File: src/rtl/ntt_layer_ctrl_if.sv
// Bus between the NTT layer sequencer and its coefficient RAM, zeta ROM and butterfly.
// The master side is the sequencer; the slave side is the memory/butterfly environment.
interface ntt_layer_ctrl_if #(
  parameter int WID = 12
);
  logic           start;
  logic           mode;
  logic           busy;
  logic           done;
  logic [7:0]     ra0;
  logic [7:0]     ra1;
  logic [WID-1:0] rd0;
  logic [WID-1:0] rd1;
  logic [6:0]     zeta_idx;
  logic [WID-1:0] zeta;
  logic           we;
  logic [7:0]     wa0;
  logic [7:0]     wa1;
  logic [WID-1:0] wd0;
  logic [WID-1:0] wd1;
  logic [WID-1:0] bf_u;
  logic [WID-1:0] bf_t;
  logic [WID-1:0] bf_w;
  logic           bf_sel;
  logic [WID-1:0] bf_s0;
  logic [WID-1:0] bf_s1;

  modport master (
    input  start, mode, rd0, rd1, zeta, bf_s0, bf_s1,
    output busy, done, ra0, ra1, zeta_idx, we, wa0, wa1, wd0, wd1,
           bf_u, bf_t, bf_w, bf_sel
  );

  modport slave (
    output start, mode, rd0, rd1, zeta, bf_s0, bf_s1,
    input  busy, done, ra0, ra1, zeta_idx, we, wa0, wa1, wd0, wd1,
           bf_u, bf_t, bf_w, bf_sel
  );
endinterface

File: src/rtl/ntt_layer_ctrl.sv
// Sequences a 256-point Kyber NTT/INTT (7 layers x 128 butterflies) over a shared
// butterfly: issues pair reads, forwards operands, writes results back in place.
module ntt_layer_ctrl #(
  parameter int WID    = 12,
  parameter int BF_LAT = 2
) (
  input  logic              clk,
  input  logic              rst,
  ntt_layer_ctrl_if.master  bus
);

  typedef enum logic [1:0] {S_IDLE, S_ISSUE, S_DRAIN, S_DONE} state_t;

  state_t      r_state;
  logic        r_mode;
  logic        r_busy;
  logic        r_done;
  logic [2:0]  r_layer;
  logic [6:0]  r_p;
  logic [BF_LAT:0] r_vld_p;
  logic [7:0]  r_wa0_p [0:BF_LAT];
  logic [7:0]  r_wa1_p [0:BF_LAT];

  logic        w_issue;
  logic [2:0]  w_l;
  logic [7:0]  w_len;
  logic [7:0]  w_j;
  logic [7:0]  w_ra0;
  logic [7:0]  w_ra1;
  logic [6:0]  w_zidx;
  logic        w_we;

  // log2 of the butterfly span: NTT shrinks 128..2, INTT grows 2..128
  function automatic logic [2:0] log_len(input logic mode, input logic [2:0] layer);
    return mode ? (3'd7 - layer) : (layer + 3'd1);
  endfunction

  function automatic logic [7:0] pair_j(input logic [6:0] p, input logic [2:0] l);
    logic [7:0] len;
    logic [7:0] g;
    logic [7:0] off;
    len = 8'd1 << l;
    g   = {1'b0, p} >> l;
    off = {1'b0, p} & (len - 8'd1);
    return (g << ({1'b0, l} + 4'd1)) + off;
  endfunction

  function automatic logic [6:0] zeta_index(input logic mode, input logic [6:0] p,
                                            input logic [2:0] l);
    logic [7:0] g;
    logic [7:0] z;
    g = {1'b0, p} >> l;
    if (mode) z = (8'd1 << (3'd7 - l)) + g;
    else      z = (8'd1 << (4'd8 - {1'b0, l})) - 8'd1 - g;
    return z[6:0];
  endfunction

  assign w_issue = (r_state == S_ISSUE);
  assign w_l     = log_len(r_mode, r_layer);
  assign w_len   = 8'd1 << w_l;
  assign w_j     = pair_j(r_p, w_l);
  assign w_ra0   = w_issue ? w_j : 8'd0;
  assign w_ra1   = w_issue ? (w_j + w_len) : 8'd0;
  assign w_zidx  = w_issue ? zeta_index(r_mode, r_p, w_l) : 7'd0;
  assign w_we    = r_vld_p[BF_LAT];

  assign bus.ra0      = w_ra0;
  assign bus.ra1      = w_ra1;
  assign bus.zeta_idx = w_zidx;
  assign bus.busy     = r_busy;
  assign bus.done     = r_done;
  assign bus.bf_sel   = r_mode;

  // Stage p0: read data / zeta arrive one cycle after issue and go straight to the butterfly
  assign bus.bf_u = r_vld_p[0] ? bus.rd0  : '0;
  assign bus.bf_t = r_vld_p[0] ? bus.rd1  : '0;
  assign bus.bf_w = r_vld_p[0] ? bus.zeta : '0;

  // Stage p(BF_LAT): butterfly results written back to the addresses they were read from
  assign bus.we  = w_we;
  assign bus.wa0 = w_we ? r_wa0_p[BF_LAT] : 8'd0;
  assign bus.wa1 = w_we ? r_wa1_p[BF_LAT] : 8'd0;
  assign bus.wd0 = w_we ? bus.bf_s0 : '0;
  assign bus.wd1 = w_we ? bus.bf_s1 : '0;

  always_ff @(posedge clk or negedge rst) begin
    if (!rst) begin
      r_state <= S_IDLE;
      r_mode  <= 1'b0;
      r_busy  <= 1'b0;
      r_done  <= 1'b0;
      r_layer <= 3'd0;
      r_p     <= 7'd0;
      r_vld_p <= '0;
    end else begin
      r_done  <= 1'b0;
      r_vld_p <= {r_vld_p[BF_LAT-1:0], w_issue};
      case (r_state)
        S_IDLE: begin
          if (bus.start) begin
            r_mode  <= bus.mode;
            r_layer <= 3'd0;
            r_p     <= 7'd0;
            r_busy  <= 1'b1;
            r_state <= S_ISSUE;
          end
        end
        S_ISSUE: begin
          r_p <= r_p + 7'd1;
          if (r_p == 7'd127) r_state <= S_DRAIN;
        end
        S_DRAIN: begin
          // The write retiring this cycle is the layer's last one, so the next read is safe
          if (r_vld_p[BF_LAT-1:0] == '0) begin
            if (r_layer < 3'd6) begin
              r_layer <= r_layer + 3'd1;
              r_p     <= 7'd0;
              r_state <= S_ISSUE;
            end else begin
              r_done  <= 1'b1;
              r_busy  <= 1'b0;
              r_state <= S_DONE;
            end
          end
        end
        default: r_state <= S_IDLE;
      endcase
    end
  end

  // Address tags travel beside vld_p; they are only observed when the matching valid is set
  always_ff @(posedge clk) begin
    r_wa0_p[0] <= w_ra0;
    r_wa1_p[0] <= w_ra1;
    for (int k = 1; k <= BF_LAT; k++) begin
      r_wa0_p[k] <= r_wa0_p[k-1];
      r_wa1_p[k] <= r_wa1_p[k-1];
    end
  end

endmodule

File: src/flat_wrapper.sv
// flat-port wrapper written by rule: the top's interface ports become plain ports
module ntt_layer_ctrl_flat 
#(
  parameter int WID    = 12,
  parameter int BF_LAT = 2
)
  (clk, rst, bus_start, bus_mode, bus_rd0, bus_rd1, bus_zeta, bus_bf_s0, bus_bf_s1, bus_busy, bus_done, bus_ra0, bus_ra1, bus_zeta_idx, bus_we, bus_wa0, bus_wa1, bus_wd0, bus_wd1, bus_bf_u, bus_bf_t, bus_bf_w, bus_bf_sel);
  ntt_layer_ctrl_if #(.WID(WID)) bus_i ();
  input  logic clk;
  input  logic rst;
  input wire logic [$bits(bus_i.start)-1:0] bus_start;
  input wire logic [$bits(bus_i.mode)-1:0] bus_mode;
  input wire logic [$bits(bus_i.rd0)-1:0] bus_rd0;
  input wire logic [$bits(bus_i.rd1)-1:0] bus_rd1;
  input wire logic [$bits(bus_i.zeta)-1:0] bus_zeta;
  input wire logic [$bits(bus_i.bf_s0)-1:0] bus_bf_s0;
  input wire logic [$bits(bus_i.bf_s1)-1:0] bus_bf_s1;
  output wire logic [$bits(bus_i.busy)-1:0] bus_busy;
  output wire logic [$bits(bus_i.done)-1:0] bus_done;
  output wire logic [$bits(bus_i.ra0)-1:0] bus_ra0;
  output wire logic [$bits(bus_i.ra1)-1:0] bus_ra1;
  output wire logic [$bits(bus_i.zeta_idx)-1:0] bus_zeta_idx;
  output wire logic [$bits(bus_i.we)-1:0] bus_we;
  output wire logic [$bits(bus_i.wa0)-1:0] bus_wa0;
  output wire logic [$bits(bus_i.wa1)-1:0] bus_wa1;
  output wire logic [$bits(bus_i.wd0)-1:0] bus_wd0;
  output wire logic [$bits(bus_i.wd1)-1:0] bus_wd1;
  output wire logic [$bits(bus_i.bf_u)-1:0] bus_bf_u;
  output wire logic [$bits(bus_i.bf_t)-1:0] bus_bf_t;
  output wire logic [$bits(bus_i.bf_w)-1:0] bus_bf_w;
  output wire logic [$bits(bus_i.bf_sel)-1:0] bus_bf_sel;
  assign bus_i.start = bus_start;
  assign bus_i.mode = bus_mode;
  assign bus_i.rd0 = bus_rd0;
  assign bus_i.rd1 = bus_rd1;
  assign bus_i.zeta = bus_zeta;
  assign bus_i.bf_s0 = bus_bf_s0;
  assign bus_i.bf_s1 = bus_bf_s1;
  assign bus_busy = bus_i.busy;
  assign bus_done = bus_i.done;
  assign bus_ra0 = bus_i.ra0;
  assign bus_ra1 = bus_i.ra1;
  assign bus_zeta_idx = bus_i.zeta_idx;
  assign bus_we = bus_i.we;
  assign bus_wa0 = bus_i.wa0;
  assign bus_wa1 = bus_i.wa1;
  assign bus_wd0 = bus_i.wd0;
  assign bus_wd1 = bus_i.wd1;
  assign bus_bf_u = bus_i.bf_u;
  assign bus_bf_t = bus_i.bf_t;
  assign bus_bf_w = bus_i.bf_w;
  assign bus_bf_sel = bus_i.bf_sel;
  ntt_layer_ctrl #(.WID(WID), .BF_LAT(BF_LAT)) u_core (.clk(clk), .rst(rst), .bus(bus_i));
endmodule
File: config.mk
export PLATFORM = sky130hd
export DESIGN_NAME = ntt_layer_ctrl_flat
export DESIGN_NICKNAME = d
export VERILOG_FILES = /design/src/rtl/ntt_layer_ctrl_if.sv /design/src/rtl/ntt_layer_ctrl.sv /design/src/flat_wrapper.sv
export SDC_FILE = /design/constraint.sdc
export NUM_CORES = 1
export LEC_CHECK = 0
export ABC_AREA = 1
export BUFFER_PORTS_ARGS = -buffer_cell sky130_fd_sc_hd__buf_4
export CAP_MARGIN = 20
export CORE_ASPECT_RATIO = 2
export CORE_UTILIZATION = 46
export CTS_BUF_LIST = sky130_fd_sc_hd__clkbuf_8
export CTS_CLUSTER_DIAMETER = 120
export CTS_CLUSTER_SIZE = 8
export DETAILED_ROUTE_END_ITERATION = 12
export GPL_ROUTABILITY_DRIVEN = 0
export PLACE_DENSITY = 0.79
export SYNTH_ARGS = -nofsm -noshare
export SYNTH_HDL_FRONTEND = slang
export SYNTH_SLANG_ARGS = --single-unit
File: constraint.sdc
create_clock -name clk -period 4.5 [get_ports clk]
set_clock_uncertainty 0.15 [all_clocks]
set_input_delay 0.225 -clock clk [delete_from_list [all_inputs] [get_ports clk]]
set_output_delay 0.225 -clock clk [all_outputs]
set_load 0.05 [all_outputs]
==> metrics.cfg, run 1 <==
[status]
status=complete, but fails checks
violations=negative setup slack

[worst_setup_path]
crit_path_max_fanout=6
worstSetupPathType=reg2out
start_kind=flop
crit_path_end_kind=output pin
crit_required_ns=4.12
worstPathArrival_ns=4.64

[global_routing]
grt_max_degree=42
grt_pass1_vias=5031
antenna_found_initial=0
grt.overflow.total=0
track_usage=0.283
grt_pass1_wl_um=22200

[clock_network]
clk_pin_slew_ns=0.07
htree_levels=3
root_buffer=clkbuf_8
cts_tree=done
clockBufferDepth=2
cts_buffers=9
clock_sinks=66
clk-insertion-delay-late_ns=0.35

[logic_synthesis]
synth.distinct_cells=40
synth.avg_cell_area_um2=6.56
ys_top_cells_by_area=dfxtp_1 22%, nand2_1 17%, inv_1 13%
synth_simple_gate_area_frac=0.287
synth-seq-cells=66
synth.mux.area_fraction=0
ys_seq_area_frac=0.318
synth_fp_nets=779
synthCells=677
mappedNetlistArea_um2=4440
yosysWarnings=0
synth_top_cell_by_area=dfxtp_1
synth_top_area_frac=0.216
synth_adder_area_share=0.112
synth_top_family_by_area=simple AND/OR/NAND/NOR gates
synth_compound_area_frac=0.114
yosys.area_share.xor_xnor=0.0177

[route]
vias=5219
drt-pass1-iter-count=7
ant_nets=0
drt-vias-per-instance=5.21
drt-initial-drc-count=360
drt_wl_total_um=15700
remaining_drc_errors=0
wire_per_inst_um=15.7

[floorplan]
die_area_um2=10100
start_util=0.473
num_rows=50
pin_count=167
core_area_um2=9380
die_h_um=141
die_x_um=71.5

[timing]
tightest_slew_ns=1.00
max_slew_margin=0.330
setup_viol=5
hold_violations=0
fin_crit_ns=5.01
fin_setup_tns_ns=-1.33
timing.final.ws_setup_ns=-0.512
slew_viol_final=0
finalCritPeriodShare=1.11
rsz0062_at_grt=yes
fmaxAchievable_mhz=200

[cells_and_area]
diodes=0
final_nets=994
layout_common_cells=205 x buf_4, 182 x nand2_1, 140 x inv_1
fin_cells=1001
area_delta_synth_final_pct=52.9
final_util=0.724
fillers=707
layout-drive-gt1-share=0.381
layout_commonest_cell=buf_4

[placed_design]
port_buffers=166
place_inst=961
dp_hpwl_um=10800
place_ws_ns=-0.146

[worst_hold_path]
min_path_type=in2reg

[run]
max_cap_viol_count=0

path summary, 6_finish.rpt:
kind | endpoint | slack, ns | from | cells after the start
setup / recovery | bus_ra1[7] | -0.51 | u_core.r_layer[1] | 26
hold / removal | u_core.bus.busy | 0.006 | bus_start | 3
setup reg to reg | u_core.r_wa1_p[0][7] | 0.15 | u_core.r_layer[1] | 24
hold reg to reg | u_core.r_wa1_p[0][20] | 0.18 | u_core.r_wa1_p[0][12] | 0
max in group asynchronous | u_core.r_layer[1] | 3.86 | rst | 2
min in group asynchronous | u_core.bus.done | 0.13 | rst | 2
area by class of cell:
| cell class | instances | area (um2) | share of cell area |
|---|---|---|---|
| timing repair buffer | 218 | 1710 | 0.251 |
| clock inverter | 7 | 77.6 | 0.0114 |
| tap | 104 | 130 | 0.0192 |
| multi-input combinational | 436 | 2730 | 0.402 |
| clock buffer | 9 | 124 | 0.0182 |
| sequential | 66 | 1420 | 0.208 |
| inverter | 161 | 612 | 0.0901 |
critical path, cell delays in order (launching register included):
cell	delay (ns)
dfrtp_2	0.45
inv_2	0.11
ha_4	0.22
nand2_1	0.08
nand2_2	0.10
buf_4	0.15
buf_4	0.13
nand2_1	0.07
nand3_2	0.14
nand2_1	0.09
o21ai_1	0.09
o21ai_1	0.16
a21oi_2	0.06
a21oi_1	0.30
ha_1	0.36
inv_2	0.15
o21bai_1	0.11
xor2_1	0.23
inv_1	0.10
ha_1	0.36
inv_2	0.10
o31ai_4	0.27
a21oi_2	0.07
nand3_1	0.09
nand2_2	0.06
nor2_4	0.09
buf_6	0.16
synthesized netlist by cell type:
cell and instances:
a21oi_4 1, a211oi_1 1, a21oi_2 1, nor2_1 53
nand2_2 7, o211a_1 1, a211oi_2 1, xor2_1 8
nand3_2 4, xnor2_1 1, dfrtp_1 18, clkbuf_1 7
nor3_1 8, buf_1 3, buf_2 2, o21ai_2 1
inv_2 9, a311oi_1 1, buf_4 3, nor2_2 1
dfxtp_1 48, inv_1 151, o21ai_0 23, ha_1 35
or2_2 3, a22oi_2 1, o21bai_1 6, fa_1 3
o41ai_1 1, a31oi_1 4, a21oi_1 38, o22ai_1 4
nand3_1 23, nand2_1 196, nand2_4 3, clkinv_1 1
nand3b_1 1, o21ai_1 1, o31ai_1 1, nor2_4 3
per-layer routing:
layer / vias to the layer above / global-route usage / part of all wire
met5: - / 0 / 0
met4: 0 / 0.201 / 0.059
met3: 85 / 0.0550 / 0.067
met2: 299 / 0.553 / 0.55
met1: 2359 / 0.243 / 0.33
li1: 2476 / - / -
flip-flops by register name, indices dropped and copies added (netlist names):
register           count
u_core.r_wa0_p        24
u_core.bus.bf_sel      1
u_core.bus.busy        1
u_core.bus.done        1
u_core.r_wa1_p        24
u_core.r_state         2
u_core.r_layer         3
u_core.r_vld_p         3
u_core.r_p             7
what timing repair did:
| item | 4_1_cts | 5_1_grt |
|---|---|---|
| setup buffers | 8 | 12 |
| pin swaps | 15 | 19 |
| hold endpoints to repair | 19 | 0 |
| cloned | 1 | 0 |
| hold buffers | 2 | 0 |
| setup endpoints to repair | 5 | 6 |
| resized for setup | 54 | 54 |
through the flow:
| step | hold slack, ns | cell area [um2] |
|---|---|---|
| 2_1_floorplan | -0.221 | 4460 |
| 3_3_place_gp | -0.0485 | 5980 |
| 3_5_place_dp | -0.0432 | 5980 |
| 4_1_cts | 0.00807 | 6470 |
| 5_1_grt | 0.0186 | 6790 |
| 6_report | 0.00584 | 6790 |
kinds of logic after synthesis:
| kind of cell | Yosys count |
|---|---|
| fa+ha+maj | 38 |
| flops | 66 |
| simple gates | 302 |
| compound gates | 86 |
| buf+inv | 176 |
| xor+xnor | 9 |
Power of run 1 is not shown: default switching activity piles up to over one toggle a cycle in this logic, so the estimate is an artifact.
==> run 2, diff against run 1 <==
HOLD_SLACK_MARGIN = 0.02   (was unset)
==> run 2 against run 1 <==
Against the previous run: the run still ends with negative setup slack left; hold slack improved by 0.13 ns; maximum frequency increased by 1.1%; critical path depth increased by 5; clock-buffer cell count unchanged; first-iteration DRC count decreased by 6.4%; global-route usage about the same; final cell count about the same; via count increased by 0.13%; cell area increased by 0.15%; sequential share of layout area about the same.
==> metrics.cfg, run 2 (synthesized netlist as in run 1, its figures left out) <==
[timing]
timing.final.ws_setup_ns=-0.460  ; +0.0522 ns
tightest_slew_ns=1.01  ; +0.00431 ns
max_slew_margin=0.327  ; -0.00287
hold_violations=0  ; unchanged
fin_crit_ns=4.96  ; -0.0522 ns
rsz0062_at_grt=yes
finalCritPeriodShare=1.10  ; -0.0116
setup_viol=5  ; unchanged
fmaxAchievable_mhz=202  ; +1.1%
hold_ws_ns=0.134  ; +0.128 ns
slew_viol_final=0  ; unchanged
fin_setup_tns_ns=-1.23  ; +0.0962 ns

[cells_and_area]
area_delta_synth_final_pct=53.1
final_nets=995  ; +0.10%
diodes=0  ; unchanged
multi_input_area_um2=2730  ; unchanged
fillers=706  ; -0.14%
final_util=0.725  ; +0.00107
top_regs=u_core.r_wa0_p (24), u_core.r_wa1_p (24), u_core.r_p (7)
layout_common_cells=205 x buf_4, 182 x nand2_1, 140 x inv_1
layout-drive-gt1-share=0.381  ; -0.000425
fin_cells=1002  ; +0.10%
layout_commonest_cell=buf_4
seq_area_um2=1420  ; unchanged

[global_routing]
grt_max_degree=42  ; unchanged
track_usage=0.283  ; +0.000485
grt_pass1_wl_um=22200  ; +0.19%
antenna_found_initial=0  ; unchanged
grt.overflow.total=0  ; unchanged
grt_pass1_vias=5033  ; +0.040%

[worst_setup_path]
crit_required_ns=4.12  ; about the same
max_stage_delay_ns=0.43  ; -0.02 ns
crit_path_max_fanout=8  ; +2
start_kind=flop
cp_common_cell=nand2_2
worstPathArrival_ns=4.58  ; -0.06 ns
slowest_stage=dfrtp_2
worstSetupPathType=reg2out
crit_path_end_kind=output pin

[floorplan]
start_util=0.473  ; unchanged
core_area_um2=9380  ; unchanged
die_area_um2=10100  ; unchanged
die_x_um=71.5  ; unchanged
num_rows=50  ; unchanged
die_h_um=141  ; unchanged
pin_count=167  ; unchanged

[status]
violations=negative setup slack
status=complete, but fails checks

[route]
wire_per_inst_um=15.7  ; about the same
drt-vias-per-instance=5.22  ; about the same
vias=5226  ; +0.13%
remaining_drc_errors=0  ; unchanged
ant_nets=0  ; unchanged
drt-pass1-iter-count=7  ; unchanged
drt-initial-drc-count=337  ; -6.4%
drt_wl_total_um=15700  ; +0.11%

[clock_network]
cts_tree=done
cts_buffers=9  ; unchanged
root_buffer=clkbuf_8
clk_pin_slew_ns=0.07  ; about the same
clk-insertion-delay-late_ns=0.34  ; about the same
clockBufferDepth=2  ; unchanged
htree_levels=3  ; unchanged
clock_sinks=66  ; unchanged

[run]
max_cap_viol_count=0  ; unchanged

[placed_design]
dp_hpwl_um=10800  ; unchanged
port_buffers=166  ; unchanged
place_inst=961  ; unchanged

[worst_hold_path]
min_path_type=in2async

-- run 2: layout make-up --
type                       count  share of cell area
clock buffer                   9              0.0182
clock inverter                 7              0.0114
inverter                     161              0.0899
multi-input combinational    436               0.401
sequential                    66               0.208
tap                          104              0.0191
timing repair buffer         219               0.252
-- run 2: timing repair --
action	CTS	global route
setup buffers	8	12
endpoints found under the hold margin	20	0
hold buffers	3	0
setup endpoints to repair	5	6
gates resized for setup	54	54
pin swaps	15	19
gates cloned	1	0
-- run 2: worst paths after layout --
check	slack, ns	from	cells past startpoint	end
max	-0.46	u_core.r_layer[1]	31	bus_ra1[7]
min	0.13	rst	2	u_core.bus.done
max reg2reg	0.16	u_core.r_layer[1]	30	u_core.r_wa1_p[0][7]
min reg2reg	0.18	u_core.r_wa1_p[0][12]	0	u_core.r_wa1_p[0][20]
max in group asynchronous	3.85	rst	2	u_core.r_layer[1]
min in group clk	0.18	u_core.r_wa1_p[0][12]	0	u_core.r_wa1_p[0][20]
-- run 2: critical path, delay by kind of cell (launching register included) --
| family | cells | cell delay, ns |
|---|---|---|
| flip-flops | 1 | 0.43 |
| buffers and inverters | 7 | 0.65 |
| XOR/XNOR | 1 | 0.27 |
| AO/OA/AOI/OAI | 8 | 1.09 |
| AND/OR/NAND/NOR | 12 | 0.97 |
| adder cells (fa/ha/maj) | 3 | 0.85 |
-- run 2: through the flow --
stage                     instance area, um2  setup WS, ns
final                                   6800        -0.460
after global routing                    6800        -0.674
after CTS                               6480        -0.180
after detailed placement                5980        -0.146
after global placement                  5980        0.0484
after floorplan                         4460       0.00909
-- run 2: routing by layer --
layer	up-vias	global-route usage	part of all wire
met4	0	0.201	0.058
met2	310	0.553	0.55
met1	2344	0.245	0.32
met5	-	0	0
met3	94	0.0550	0.071
li1	2478	-	-
Power of run 2 is left out for the same reason.
